[src/rtl/pe_route_through.sv]
// Multi-channel route-through tile: NUM_CH independent valid/ready channels, each
// buffered by a first-word-fall-through FIFO with enable, flush and a transfer counter.
module pe_route_through #(
   parameter int DATA_WIDTH = 130,
   parameter int NUM_CH     = 4,
   parameter int FIFO_DEPTH = 4,
   parameter int CNT_WIDTH  = 16
) (
   input  logic                         clk,
   input  logic                         reset,
   input  logic                         ap_start,
   input  logic                         flush,
   input  logic [NUM_CH-1:0]            ch_enable,
   input  logic [NUM_CH*DATA_WIDTH-1:0] in_data,
   input  logic [NUM_CH-1:0]            in_valid,
   output logic [NUM_CH-1:0]            in_ready,
   output logic [NUM_CH*DATA_WIDTH-1:0] out_data,
   output logic [NUM_CH-1:0]            out_valid,
   input  logic [NUM_CH-1:0]            out_ready,
   output logic [NUM_CH*CNT_WIDTH-1:0]  xfer_count,
   output logic                         ap_idle
);

   localparam int PTR_W = (FIFO_DEPTH > 1) ? $clog2(FIFO_DEPTH) : 1;
   localparam int OCC_W = PTR_W + 1;
   localparam logic [OCC_W-1:0] DEPTH = OCC_W'(FIFO_DEPTH);

   logic [NUM_CH-1:0] empty;

   // Handshake: a word moves when valid and ready are both high at a rising edge;
   // ready never depends on valid, and both sides are forced low while reset/flush/frozen.
   for (genvar c = 0; c < NUM_CH; c++) begin : g_ch
      logic                  run, push, pop;
      logic [PTR_W-1:0]      wr_ptr_q, wr_ptr_d, rd_ptr_q, rd_ptr_d;
      logic [OCC_W-1:0]      occ_q, occ_d;
      logic [CNT_WIDTH-1:0]  cnt_q, cnt_d;
      logic [DATA_WIDTH-1:0] mem_q [FIFO_DEPTH];

      // Reset gates run so the handshake outputs drop as soon as reset rises.
      assign run          = ap_start & ch_enable[c] & ~flush & ~reset;
      assign in_ready[c]  = run & (occ_q < DEPTH);
      assign out_valid[c] = run & (occ_q != '0);
      assign push         = in_valid[c] & in_ready[c];
      assign pop          = out_valid[c] & out_ready[c];
      assign empty[c]     = (occ_q == '0);

      assign out_data[c*DATA_WIDTH +: DATA_WIDTH] = empty[c] ? '0 : mem_q[rd_ptr_q];
      assign xfer_count[c*CNT_WIDTH +: CNT_WIDTH] = cnt_q;

      always_comb begin
         wr_ptr_d = wr_ptr_q;
         rd_ptr_d = rd_ptr_q;
         occ_d    = occ_q;
         cnt_d    = cnt_q;
         if (flush) begin
            wr_ptr_d = '0;
            rd_ptr_d = '0;
            occ_d    = '0;
            cnt_d    = '0;
         end else begin
            if (push) wr_ptr_d = wr_ptr_q + PTR_W'(1);
            if (pop) begin
               rd_ptr_d = rd_ptr_q + PTR_W'(1);
               cnt_d    = cnt_q + CNT_WIDTH'(1);
            end
            if (push && !pop)      occ_d = occ_q + OCC_W'(1);
            else if (pop && !push) occ_d = occ_q - OCC_W'(1);
         end
      end

      always_ff @(posedge clk or posedge reset) begin
         if (reset) begin
            wr_ptr_q <= '0;
            rd_ptr_q <= '0;
            occ_q    <= '0;
            cnt_q    <= '0;
         end else begin
            wr_ptr_q <= wr_ptr_d;
            rd_ptr_q <= rd_ptr_d;
            occ_q    <= occ_d;
            cnt_q    <= cnt_d;
         end
      end

      // Storage carries no reset; the empty flag masks stale contents.
      always_ff @(posedge clk) begin
         if (push) mem_q[wr_ptr_q] <= in_data[c*DATA_WIDTH +: DATA_WIDTH];
      end
   end

   assign ap_idle = &empty;

endmodule

[config.mk]
export PLATFORM = sky130hd
export DESIGN_NAME = pe_route_through
export DESIGN_NICKNAME = d
export VERILOG_FILES = /design/src/rtl/pe_route_through.sv
export SDC_FILE = /design/constraint.sdc
export NUM_CORES = 2
export LEC_CHECK = 0
export CAP_MARGIN = 5
export CORE_AREA = 2 2 440 442
export DETAILED_ROUTE_END_ITERATION = 7
export DIE_AREA = 0 0 442 444
export PLACE_DENSITY_LB_ADDON = 0.3
export SLEW_MARGIN = 40
export SYNTH_ARGS = -nofsm -noshare
export SYNTH_HDL_FRONTEND = slang
export SYNTH_SLANG_ARGS = --single-unit
[constraint.sdc]
create_clock -name clk -period 11.1 [get_ports clk]
set_input_delay 3.33 -clock clk [delete_from_list [all_inputs] [get_ports clk]]
set_output_delay 3.33 -clock clk [all_outputs]
set_load 0.1 [all_outputs]
==> metrics <==
ports placed on the boundary=between 1000 and 1500; cells resized by post-CTS repair=0; arithmetic-cell share of the synthesized area counting full adders, half adders and majority gates=0.396%; vias in the first global route=42500; cell taking the most area after synthesis=sky130_fd_sc_hd__edfxtp_1; buffers inserted during post-CTS setup optimization=0; number of buffers between clock root and the deepest sink=3; number of design rule violations left after detail routing=0; startpoint of the lowest-slack register-to-register path=g_ch[0].occ_q[2]; number of register bits inferred by synthesis=between 2000 and 2500; post-synthesis cell count=3865; achievable clock frequency=113 MHz; area fraction of the dominant cell type after synthesis=between 70% and 80%; crit path max fanout=10; total routing resource utilization after global routing=20.9%; initial cell density of the core=43.6%; number of I/O port buffers=1128; die width=around 440 microns; Placement Setup Slack=1.97 ns; multi-input gate area in the final layout=~0.018 sq mm; aggregate routed wire length=around 210 mm; number of nets in the finished design=between 5000 and 6000; residual overflow from global routing=0; number of buffers added by the clock tree synthesis step=between 200 and 250; level count of the clock H-tree=4; HPWL Detailed=approximately 140 mm; routed vias=42300; count of maximum capacitance violations=0; post-layout worst setup margin=about 2.3 ns; number of enable-type register cells in the synthesized netlist=~2100; RSZ-0062 raised after global routing=no; Worst EP required=7.77 ns; fin crit share=79.7%; count of cells along the worst register-to-register path=3; cell area after technology mapping=0.0835 sq mm; Critical Path End Type=primary output; class of the most critical setup path=in2out; most frequent cells after synthesis=sky130_fd_sc_hd__edfxtp_1, sky130_fd_sc_hd__and2_1, sky130_fd_sc_hd__mux4_2; Die ar.=0.196 sq mm; hold_buf cts=0; xor and xnor area share after synthesis=0.346%; leakage power total=around 34 nW; detail-routed net length per standard cell=approximately 27 microns; Critical Path AT=5.52 ns; total number of yosys warnings=0; status=finished, final reports clean; area of the core=between 0.15 and 0.2 sq mm; count of unique library cells instantiated by Yosys=52; first-pass GRT wire length=about 300 mm; detailed-route vias per instance=5.41; largest family of logic cells by synthesized area=multiplexers; area added between synthesis and finish=22.7%; clock tree from TritonCTS=yes; mux contribution to synthesized area=14.2%; combined flip-flop and latch cell area=about 0.065 sq mm; most frequent cell after synthesis=sky130_fd_sc_hd__edfxtp_1; worst-case vdd ir drop=around 150 uV; share of the yosys chip area belonging to registers=slightly below 80%; largest net degree at the start of global routing=~130; final weighted congestion in routability-driven placement=around 0.81; critical path startpoint category=input pin; startpoint of the worst setup timing path=reset; Post-Synth Simple-Gate Area=under 10%; syn nets=4425; worst min path class=reg2reg; mean post-synth cell area=roughly 22 sq um; Die Ht=between 400 and 500 microns; fraction of layout instances using a drive strength above 1=approximately 29%; CTS Root Buffer Type=sky130_fd_sc_hd__clkbuf_16; sum of negative setup slack=0 ns; clock transition at the register clock pins on the worst setup and hold paths after CTS=around 0.060 ns; setup violation total in the final timing report=0; pins over their slew limit=0; share of flip-flops with an asynchronous set or reset after synthesis=about 4.2%; source of the worst hold timing path=g_ch[0].cnt_q[15]; initial drt markers=2996; shortest period the worst path allows=~8.8 ns; number of antenna violations at the first check in global routing=66; hold path cells=1; Pre-antenna DRT Iters=6; main flop type after synthesis=sky130_fd_sc_hd__edfxtp_1; final hold vios=0; count of filler cells inserted in the layout=between 10000 and 15000; Clock Latency Late Sink=approximately 0.87 ns; Sinks on Clock Net=approximately 2200; post-detailed-route count of antenna-violating nets=0; setup skew after layout=between 0.04 and 0.05 ns; power per standard cell area=roughly 170 mW/mm^2; Pwr Total=about 17 mW; measured slew at the worst slew-check pin=between 0.8 and 0.9 ns; most area-consuming cells after synthesis=sky130_fd_sc_hd__edfxtp_1, sky130_fd_sc_hd__mux4_2, sky130_fd_sc_hd__and2_1; Slew headroom=between 40% and 50%; post-synthesis compound-gate area fraction=0.740%; cell row count=roughly 160
layout by cell type, fill, tap and decap left out, types with 32 or more instances in the layout:
cell,instances
sky130_fd_sc_hd__clkbuf_1,46
sky130_fd_sc_hd__and2_1,525
sky130_fd_sc_hd__buf_4,64
sky130_fd_sc_hd__clkbuf_16,216
sky130_fd_sc_hd__mux4_2,520
sky130_fd_sc_hd__nor2_1,57
sky130_fd_sc_hd__a21oi_1,40
sky130_fd_sc_hd__dfrtp_1,84
sky130_fd_sc_hd__clkinv_2,41
sky130_fd_sc_hd__buf_2,565
sky130_fd_sc_hd__clkinv_1,53
sky130_fd_sc_hd__clkdlybuf4s50_1,534
sky130_fd_sc_hd__diode_2,42
sky130_fd_sc_hd__edfxtp_1,2080
sky130_fd_sc_hd__nand4_1,33
sky130_fd_sc_hd__nand2_1,32
layout make-up:
class,count,area share [%]
inverters,26,0.0977
diodes,42,0.103
repair buffers,1200,9.17
flip-flops and latches,2172,63.3
well taps,2526,3.09
clock inverters,139,1.39
multi-input cells,1458,17.4
clock buffers,262,5.45
registers in the layout (all words and copies together) (netlist names):
register       count
g_ch.rd_ptr_q      8
g_ch.cnt_q        64
g_ch.mem_q      2080
g_ch.occ_q        12
g_ch.wr_ptr_q      8
report_power, final:
part	total [mW]	switching, mW	internal [mW]
combinational	1.15	0.856	0.294
sequential	9.01	0.00813	9.00
clock	7.13	3.09	4.04
total	17.3	3.95	13.3
cell families (layout without fill, tap and decap cells):
logic type / after synthesis / in the layout
AOI/OAI and AO/OA: 101 / 101
and+or+nand+nor: 763 / 763
buffers and inverters: 235 / 1627
other: 0 / 42
adders and majority gates: 24 / 24
xor gates and xnor gates: 33 / 33
muxes: 537 / 537
DFF: 2172 / 2172
metal layers:
layer | vias up | GRT usage (%) | wire length, microns
met5 | - | 0 | 286
met4 | 42 | 9.17 | 8210
met3 | 354 | 6.30 | 16100
met2 | 1437 | 35.4 | 107000
met1 | 22300 | 24.9 | 77000
li1 | 18200 | - | -
critical path, cell delays in order:
cell and delay (ns):
sky130_fd_sc_hd__clkdlybuf4s50_1 0.79, sky130_fd_sc_hd__nor4bb_4 0.70, sky130_fd_sc_hd__and2_1 0.21, sky130_fd_sc_hd__buf_2 0.46
stage by stage:
stage	instances	hold WS (ns)	util [%]	area, sq um
2_1_floorplan	3865	0.478	-	83500
3_3_place_gp	7359	0.466	50.9	97600
3_5_place_dp	7377	0.476	49.7	95200
4_1_cts	7778	0.486	53.3	102000
5_1_grt	7811	0.506	53.4	102000
6_report	7825	0.490	53.5	102000
worst paths after layout:
path                            slack, ns                    to
worst max-delay path                 2.25          out_valid[0]
worst min-delay path                 0.49     g_ch[0].cnt_q[15]
worst max register to register       8.05  g_ch[0].mem_q[0][45]
worst min register to register       0.49     g_ch[0].cnt_q[15]
max in group asynchronous            6.61   g_ch[1].rd_ptr_q[0]
min in group asynchronous            3.42      g_ch[3].occ_q[1]
Power figures use the tool's default switching activity.
